$ cat src/rtl/mux_nto1_stream_pkg.sv
// Shared definitions for the N:1 stream multiplexer and its arbiter.
package mux_pkg;

  localparam logic MODE_DIRECT = 1'b0;
  localparam logic MODE_RR     = 1'b1;

  // Advance a channel index by one, wrapping from n-1 back to 0.
  function automatic int unsigned wrap_inc(input int unsigned idx, input int unsigned n);
    return (idx == n - 32'd1) ? 32'd0 : idx + 32'd1;
  endfunction

endpackage

$ cat src/rtl/mux_nto1_stream_arbiter.sv
// Combinational round-robin arbiter: the first requester at or after ptr_in wins.
module rr_arbiter_n #(
  parameter int N_CH  = 4,
  parameter int SEL_W = $clog2(N_CH)
) (
  input  logic [N_CH-1:0]  req_in,
  input  logic [SEL_W-1:0] ptr_in,
  output logic [SEL_W-1:0] grant_out,
  output logic             grant_vld_out
);

  // Walk the channels starting at the pointer, wrapping once; keep the first hit.
  always_comb begin
    int unsigned idx;
    idx           = 32'd0;
    grant_out     = '0;
    grant_vld_out = 1'b0;
    for (int unsigned k = 0; k < N_CH; k++) begin
      idx = 32'(ptr_in) + k;
      if (idx >= N_CH) idx = idx - N_CH;
      if (!grant_vld_out && req_in[idx]) begin
        grant_out     = SEL_W'(idx);
        grant_vld_out = 1'b1;
      end
    end
  end

endmodule

$ cat src/rtl/mux_nto1_stream.sv
// N:1 valid/ready merge with direct-select or round-robin choice and one output register.
module mux_nto1_stream
  import mux_pkg::*;
#(
  parameter  int DATA_W = 8,
  parameter  int N_CH   = 4,
  localparam int SEL_W  = $clog2(N_CH)
) (
  input  logic                     clk_in,
  input  logic                     rst_in,
  input  logic                     mode_in,
  input  logic [SEL_W-1:0]         sel_in,
  input  logic [N_CH-1:0]          valid_in,
  input  logic [N_CH*DATA_W-1:0]   data_in,
  output logic [N_CH-1:0]          ready_out,
  output logic                     valid_out,
  output logic [DATA_W-1:0]        data_out,
  output logic [SEL_W-1:0]         ch_out,
  input  logic                     ready_in
);

  logic [DATA_W-1:0] ch_data [N_CH];

  logic              valid_q, valid_d;
  logic [DATA_W-1:0] data_q, data_d;
  logic [SEL_W-1:0]  ch_q, ch_d;
  logic [SEL_W-1:0]  rr_ptr_q, rr_ptr_d;

  logic              load_en;
  logic [SEL_W-1:0]  rr_grant;
  logic              rr_vld;
  logic              dir_vld;
  logic [SEL_W-1:0]  grant;
  logic              grant_vld;
  logic [DATA_W-1:0] grant_data;
  logic              xfer;

  generate
    for (genvar gi = 0; gi < N_CH; gi++) begin : g_chan
      assign ch_data[gi]   = data_in[gi*DATA_W +: DATA_W];
      assign ready_out[gi] = !rst_in && load_en && grant_vld && (grant == SEL_W'(gi));
    end
  endgenerate

  rr_arbiter_n #(
    .N_CH  (N_CH),
    .SEL_W (SEL_W)
  ) u_arb (
    .req_in        (valid_in),
    .ptr_in        (rr_ptr_q),
    .grant_out     (rr_grant),
    .grant_vld_out (rr_vld)
  );

  // The register can take a word when empty or when its current word is leaving.
  assign load_en = !valid_q || ready_in;

  // Direct grant: an index past the last channel matches nothing, so it never grants.
  always_comb begin
    dir_vld = 1'b0;
    for (int i = 0; i < N_CH; i++) begin
      if (sel_in == SEL_W'(i)) dir_vld = valid_in[i];
    end
  end

  // Mode mux, then pick the granted channel's payload.
  always_comb begin
    grant      = (mode_in == MODE_RR) ? rr_grant : sel_in;
    grant_vld  = (mode_in == MODE_RR) ? rr_vld   : dir_vld;
    grant_data = '0;
    for (int i = 0; i < N_CH; i++) begin
      if (grant == SEL_W'(i)) grant_data = ch_data[i];
    end
  end

  assign xfer = |(valid_in & ready_out);

  // Next-state for the output register and the fairness pointer.
  always_comb begin
    valid_d  = valid_q;
    data_d   = data_q;
    ch_d     = ch_q;
    rr_ptr_d = rr_ptr_q;
    if (load_en) begin
      if (grant_vld) begin
        valid_d = 1'b1;
        data_d  = grant_data;
        ch_d    = grant;
      end else begin
        valid_d = 1'b0;
      end
    end
    if (xfer) rr_ptr_d = SEL_W'(wrap_inc(32'(grant), N_CH));
  end

  // State registers with synchronous reset.
  always_ff @(posedge clk_in) begin
    if (rst_in) begin
      valid_q  <= 1'b0;
      data_q   <= '0;
      ch_q     <= '0;
      rr_ptr_q <= '0;
    end else begin
      valid_q  <= valid_d;
      data_q   <= data_d;
      ch_q     <= ch_d;
      rr_ptr_q <= rr_ptr_d;
    end
  end

  assign valid_out = valid_q;
  assign data_out  = data_q;
  assign ch_out    = ch_q;

endmodule

$ cat config.mk
export PLATFORM = sky130hd
export DESIGN_NAME = mux_nto1_stream
export DESIGN_NICKNAME = d
export VERILOG_FILES = /design/src/rtl/mux_nto1_stream_pkg.sv /design/src/rtl/mux_nto1_stream_arbiter.sv /design/src/rtl/mux_nto1_stream.sv
export SDC_FILE = /design/constraint.sdc
export NUM_CORES = 1
export LEC_CHECK = 0
export CELL_PAD_IN_SITES_DETAIL_PLACEMENT = 1
export CELL_PAD_IN_SITES_GLOBAL_PLACEMENT = 1
export CORE_AREA = 2 2 80 44
export CTS_CLUSTER_DIAMETER = 40
export DETAILED_ROUTE_END_ITERATION = 7
export DIE_AREA = 0 0 82 46
export DONT_BUFFER_PORTS = 1
export GPL_ROUTABILITY_DRIVEN = 0
export GPL_TIMING_DRIVEN = 0
export PLACE_DENSITY_LB_ADDON = 0.25
export SYNTH_ARGS = -nofsm -noshare
export SYNTH_HDL_FRONTEND = slang
export SYNTH_SLANG_ARGS = --single-unit
$ cat constraint.sdc
create_clock -name clk_in -period 3.5 [get_ports clk_in]
set_input_delay 0.875 -clock clk_in [delete_from_list [all_inputs] [get_ports clk_in]]
set_output_delay 0.875 -clock clk_in [all_outputs]
set_load 0.03 [all_outputs]
---- Yosys cells after proc, flatten, opt, wreduce, memory -nomap -nowiden ----
Cells that the tools add are included.
cells by class
  bitwise operators ....................... 1
  mux-type cells .......................... 32
  add/sub/neg operators ................... 8
  reductions and logical operators ........ 19
  equality and inequality tests ........... 6
  magnitude comparators ................... 8
operators by type and width
  cell                                                                 number
  less-than comparator 32 x 3 -> 1 bit (second input constant)         4
  2-to-1 mux 32 bit                                                    4
  greater-or-equal comparator 32 x 3 -> 1 bit (second input constant)  3
  subtractor 32 x 3 -> 32 bit (second input constant)                  3
  2-to-1 mux 8 bit                                                     4
  2-to-1 mux 1 bit                                                     14
  2-to-1 mux 2 bit                                                     6
  logical AND 1 bit                                                    9
  binary-select mux 1 bit (select 2 bit)                               4
  equality test 2 bit (second input constant)                          4
  adder 2 x 2 -> 3 bit (second input constant)                         2
  logical NOT 1 bit                                                    5
  bitwise AND 4 bit                                                    1
  equality test 2 x 1 -> 1 bit (second input constant)                 2
  logical NOT 2 bit                                                    2
  OR reduction 4 bit                                                   1
  subtractor 2 x 3 -> 4 bit (second input constant)                    1
  adder 2 x 1 -> 3 bit (second input constant)                         1
  greater-or-equal comparator 2 x 3 -> 1 bit (second input constant)   1
  adder 2 x 1 -> 2 bit (second input constant)                         1
  AND reduction 2 bit                                                  1
  logical OR 1 bit                                                     1
word-level totals
  output and inout port bits .............. 15
  bits of input ports ..................... 42
  register bits ........................... 13

---- Longest topological paths before layout ----
  depth in word-level cells ............... 20
  depth in mapped cells ................... 13

---- Cells and area by module ----
Synthesis repeated with hierarchy kept, for this count alone.
unflattened totals
  cells, all modules ...................... 130
  area, all modules ....................... 1,093.5 µm²
modules (own cells, without submodules)
  module           times used  sequential area each (µm²)  area an instance (µm²)  cells an instance
  mux_nto1_stream  1           260.2                       1,016.0                 115
  rr_arbiter_n     1           0.0                         77.6                    15

---- Least setup slack after synthesis ----
Ideal clock, no wire load.
  path type ............................... input to output
  start point ............................. in valid_in[2]
  end point ............................... out ready_out[2]
  cell stages on the path ................. 9
  arrival time ............................ 2.977 ns
  setup slack ............................. -0.352 ns
  cell sequence ........................... nor2b_1 or4_1 a21oi_2 buf_6 a21oi_2 inv_1 ha_1 clkbuf_1 nor3b_2
between the ends
  word-level cells in the longest chain between the ends .. 15
  elaborated cells between the ends (all ways) .. 29
  classes of those cells .................. eq/ne (1); mux (20); reduce/logical (8)
ends and longest elaborated chain
  item                                    line                           RTL
  start: declaration                      mux_nto1_stream.sv:13          input logic [N_CH-1:0] valid_in,
  binary-select mux 1 bit (select 2 bit)  mux_nto1_stream_arbiter.sv:21  if (!grant_vld_out && req_in[idx]) begin
  2-to-1 mux 1 bit (not written as such)  mux_nto1_stream_arbiter.sv:21
  2-to-1 mux 1 bit                        mux_nto1_stream_arbiter.sv:21
  logical NOT 1 bit                       mux_nto1_stream_arbiter.sv:21
  logical AND 1 bit                       mux_nto1_stream_arbiter.sv:21
  2-to-1 mux 1 bit                        mux_nto1_stream_arbiter.sv:21
  logical NOT 1 bit                       mux_nto1_stream_arbiter.sv:21
  logical AND 1 bit                       mux_nto1_stream_arbiter.sv:21
  2-to-1 mux 1 bit                        mux_nto1_stream_arbiter.sv:21
  logical NOT 1 bit                       mux_nto1_stream_arbiter.sv:21
  logical AND 1 bit                       mux_nto1_stream_arbiter.sv:21
  2-to-1 mux 2 bit (*)                    mux_nto1_stream_arbiter.sv:21
  2-to-1 mux 2 bit (*)                    mux_nto1_stream.sv:68          grant = (mode_in == MODE_RR) ? rr_grant : sel_in;
  net grant[0]                            mux_nto1_stream.sv:33          logic [SEL_W-1:0] grant;
  equality test 2 bit (*)                 mux_nto1_stream.sv:41          assign ready_out[gi] = !rst_in && load_en && grant_vld && (grant == SEL_W'(gi));
  logical AND 1 bit (*)                   mux_nto1_stream.sv:41
  end: declaration                        mux_nto1_stream.sv:15          output logic [N_CH-1:0] ready_out,
Mark *: on every way through the listed nets, which the timed path passes. The rest lies on a longest branch. The select of a mux whose other input is x is not followed.

---- Worst setup path in the final report ----
  start point ............................. in valid_in[2]
  end point ............................... out ready_out[0]
between the ends
  word-level cells in the longest chain between the ends .. 15
  elaborated cells between the ends (all ways) .. 29
  classes of those cells .................. mux (20); reduce/logical (9)
ends and longest elaborated chain
  item                                    line
  binary-select mux 1 bit (select 2 bit)  mux_nto1_stream_arbiter.sv:21
  2-to-1 mux 1 bit (not written as such)  mux_nto1_stream_arbiter.sv:21
  2-to-1 mux 1 bit                        mux_nto1_stream_arbiter.sv:21
  logical NOT 1 bit                       mux_nto1_stream_arbiter.sv:21
  logical AND 1 bit                       mux_nto1_stream_arbiter.sv:21
  2-to-1 mux 1 bit                        mux_nto1_stream_arbiter.sv:21
  logical NOT 1 bit                       mux_nto1_stream_arbiter.sv:21
  logical AND 1 bit                       mux_nto1_stream_arbiter.sv:21
  2-to-1 mux 1 bit                        mux_nto1_stream_arbiter.sv:21
  logical NOT 1 bit                       mux_nto1_stream_arbiter.sv:21
  logical AND 1 bit                       mux_nto1_stream_arbiter.sv:21
  2-to-1 mux 2 bit (*)                    mux_nto1_stream_arbiter.sv:21
  2-to-1 mux 2 bit (*)                    mux_nto1_stream.sv:68
  net grant[0]                            mux_nto1_stream.sv:33
  logical NOT 2 bit (*)                   mux_nto1_stream.sv:41
  logical AND 1 bit (*)                   mux_nto1_stream.sv:41
Marked as above.

==> impl_metrics.json <==
{
  "status": "completed",
  "worstPathCellList": "nor2b_4, or4_4, a21oi_4, buf_6, a21oi_4, inv_2, ha_2, nor3b_4",
  "numCtsBuffers": 3,
  "detailed_placer_s_ending_hpwl_mm": 2.843,
  "timing_hold_violations_final": 0,
  "post-synth-top-area-cell": "sky130_fd_sc_hd__dfxtp_1",
  "antenna_cells_inserted": 0,
  "synth_area_leaders": "sky130_fd_sc_hd__dfxtp_1 22%, sky130_fd_sc_hd__a211oi_2 8.6%, sky130_fd_sc_hd__nor2b_1 6.5%",
  "cts_root_buffer": "sky130_fd_sc_hd__clkbuf_8",
  "final.period_utilization_pct": 99.21,
  "initial_utilization_pct": 36.87,
  "critical-path-top-cell-by-count": "sky130_fd_sc_hd__a21oi_4",
  "antenna_left": 0,
  "setup-violations-final": 0,
  "setup.worst_path.end_class": "primary output",
  "data_arrival_time_of_the_critical_path_ns": 2.60,
  "cap_violations": 0,
  "crit_slowest_cell": "sky130_fd_sc_hd__or4_4",
  "worst_path_required_time_ns": 2.62,
  "ctsLongestPathBuffers": 2,
  "die_height_microns": 46,
  "synth_sequential_area_ratio_pct": 22.39,
  "num-nets-final": 183,
  "yosys_warnings": 0,
  "avgSynthCellArea_sq_um": 8.941,
  "fmax_mhz": 288.0,
  "final.min_clock_period_ns": 3.472,
  "timing.critical_path.from_type": "primary input",
  "final_util_pct": 42.90,
  "filler_cell_count": 375,
  "routed_wire_length_per_instance_microns": 20.96,
  "detail_route.drc_violations": 0,
  "pin_count_of_the_biggest_net_entering_global_routing": 19,
  "register_bit_count_reported_by_yosys": 13,
  "cts.htree.levels": 1,
  "io_buffers": 0,
  "cp_slowest_stage_delay_ns": 0.54,
  "layout-drive-gt1-share_pct": 27.94,
  "clk_latency_ns": 0.25,
  "placementRows": 15,
  "pin_count": 57,
  "cellPowerDensity_nw_per_um2": 448.0,
  "routed_via_density": 6.213,
  "die_area_sq_um": 3772,
  "critical-path-top-delay-family": "simple AND/OR/NAND/NOR gates",
  "first_global_vias": 1061,
  "holdCritPathClass": "reg2reg",
  "global_route.overflow_total": 0,
  "synth_fp_nets": 176,
  "critPathMaxFanout": 8,
  "cts.clk_slew.worst_paths_ns": 0.05,
  "grt_first_pass_wirelength_mm": 5.623,
  "critical_path_buf_inv_count": 2,
  "setup-tns-final_ns": 0,
  "leak_pwr_uw": 0.0004722,
  "area_delta_synth_final_pct": 16.36,
  "dr_total_vias": 1106,
  "postSynthCellCount": 130,
  "clock_skew_ns": 0.006825,
  "tritoncts_clock_tree": "yes",
  "worstMarginPinSlew_ns": 0.7815,
  "grt_util_all_layers_pct": 20.86,
  "drt_pass1_iterations": 4,
  "antenna_found_initial": 0,
  "coreArea_sq_um": 3153,
  "grt_setup_unrepaired": "yes",
  "die-width_microns": 82,
  "critical_path_type": "in2out",
  "maxSlewViolCount": 0,
  "synth.cell_area_sq_um": 1162,
  "cts_hold_repair.buffers": 0,
  "route.final.wire_length_mm": 3.731,
  "detailedRoute.firstIterationViolations": 38,
  "slew_headroom_pct": 47.90,
  "yosysTopAreaCellShare_pct": 22.39,
  "netlist-cell-type-count": 37,
  "cts.sink_count": 13,
  "irDropWorstVdd_uv": 180.6
}
[stage by stage]
| step | cells | hold slack [ns] | power (uW) | setup slack [ns] | instance area, sq um |
|---|---|---|---|---|---|
| after detailed placement | 172 | 0.6177 | 458.1 | -0.2292 | 1260 |
| after global placement | 172 | 0.5993 | 448.0 | -0.2161 | 1260 |
| after CTS | 178 | 0.6265 | 612.1 | 0.001922 | 1354 |
| final | 178 | 0.6236 | 606.0 | 0.02760 | 1353 |
| after floorplan | 130 | 0.5794 | 410.0 | -0.01423 | 1207 |
| after global routing | 178 | 0.6535 | 644.8 | -0.04733 | 1353 |
[cell usage in the layout (no fill, tap or decap), drive strengths merged, types with 4 or more instances in the layout]
| master | n |
|---|---|
| clkbuf | 6 |
| nand2b | 5 |
| a221oi | 7 |
| a2111oi | 9 |
| nor3b | 4 |
| ha | 4 |
| nor2b | 12 |
| a211oi | 11 |
| a21oi | 5 |
| nor3 | 10 |
| inv | 14 |
| buf | 11 |
| dfxtp | 13 |
[what timing repair did]
action                                  in CTS  in global routing
endpoints found under the setup margin       4                  4
endpoints found under the hold margin        0                  0
buffers inserted                             3                  1
pin swaps                                    1                  1
gates cloned                                 0                  0
resized for setup                            6                  3
[kinds of logic after synthesis]
kind of cell	Yosys count	synth area share, %
compound gates	44	33.91
simple gates	41	23.04
buf+inv	25	11.63
flops	13	22.39
fa+ha+maj	4	4.306
mux	3	4.736
[layout make-up]
type,count,area [sq um],share of cell area [%]
inverters,14,52.55,3.885
multi-input cells,92,833.3,61.61
repair buffers,4,30.03,2.220
flip-flops and latches,13,260.3,19.24
well taps,42,52.55,3.885
clock buffers,4,45.04,3.330
plain buffers,9,78.83,5.828
[worst reg2reg max path: stages, from the launching register on]
cell	delay (ns)
sky130_fd_sc_hd__dfxtp_1	0.48
sky130_fd_sc_hd__nand2b_1	0.12
sky130_fd_sc_hd__or4_4	0.51
sky130_fd_sc_hd__a21oi_4	0.19
sky130_fd_sc_hd__buf_6	0.13
sky130_fd_sc_hd__a21oi_4	0.05
sky130_fd_sc_hd__inv_2	0.11
sky130_fd_sc_hd__ha_2	0.22
sky130_fd_sc_hd__nor2b_1	0.45
sky130_fd_sc_hd__a221oi_1	0.17
sky130_fd_sc_hd__nor3_1	0.24
sky130_fd_sc_hd__a2111oi_0	0.10
sky130_fd_sc_hd__a211oi_1	0.26
[metal layers]
metal | GRT usage (%) | share of wire, % | vias up
met5 | 0 | 0 | -
met4 | 7.333 | 1.5 | 0
met3 | 5.754 | 6.5 | 6
met2 | 33.01 | 45 | 48
met1 | 27.54 | 47 | 551
li1 | - | - | 501
[power by group]
group          leakage, uW  total (uW)  switching [uW]  internal [uW]
registers         0.000108         222            52.4            170
clock network    0.0000228         141            60.0           80.7
logic             0.000342         243             133            109
total             0.000472         606             246            360
[cells in the mapped netlist (all sizes together)]
master,n
or4,1
ha,4
a31o,3
a22oi,2
inv,14
buf,8
o221ai,1
o21ai,2
clkbuf,3
nand3,1
a211oi,11
nor3b,4
o21bai,3
dfxtp,13
or2,1
a2111oi,9
and2,1
nand2b,5
a221oi,7
o2111ai,1
and3b,1
nor2,3
nor2b,12
a21oi,5
mux4,2
or2b,1
nor3,10
and2b,1
mux2i,1
[flip-flops by register name, summed over array words and instances (netlist names)]
| signal | count |
|---|---|
| data_out | 8 |
| ch_out | 2 |
| rr_ptr_q | 2 |
| valid_out | 1 |
[path summary, 6_finish.rpt]
kind                                               start                        to  slack (ns)  depth (start not counted)
worst min register to register  data_out[7]$_SDFFE_PP0P_  data_out[7]$_SDFFE_PP0P_        0.62                          2
worst min-delay path            data_out[7]$_SDFFE_PP0P_  data_out[7]$_SDFFE_PP0P_        0.62                          2
worst max register to register  rr_ptr_q[0]$_SDFFE_PP0P_  data_out[3]$_SDFFE_PP0P_        0.39                         12
worst max-delay path                         valid_in[2]              ready_out[0]        0.03                          8
Power figures use the tool's default switching activity.
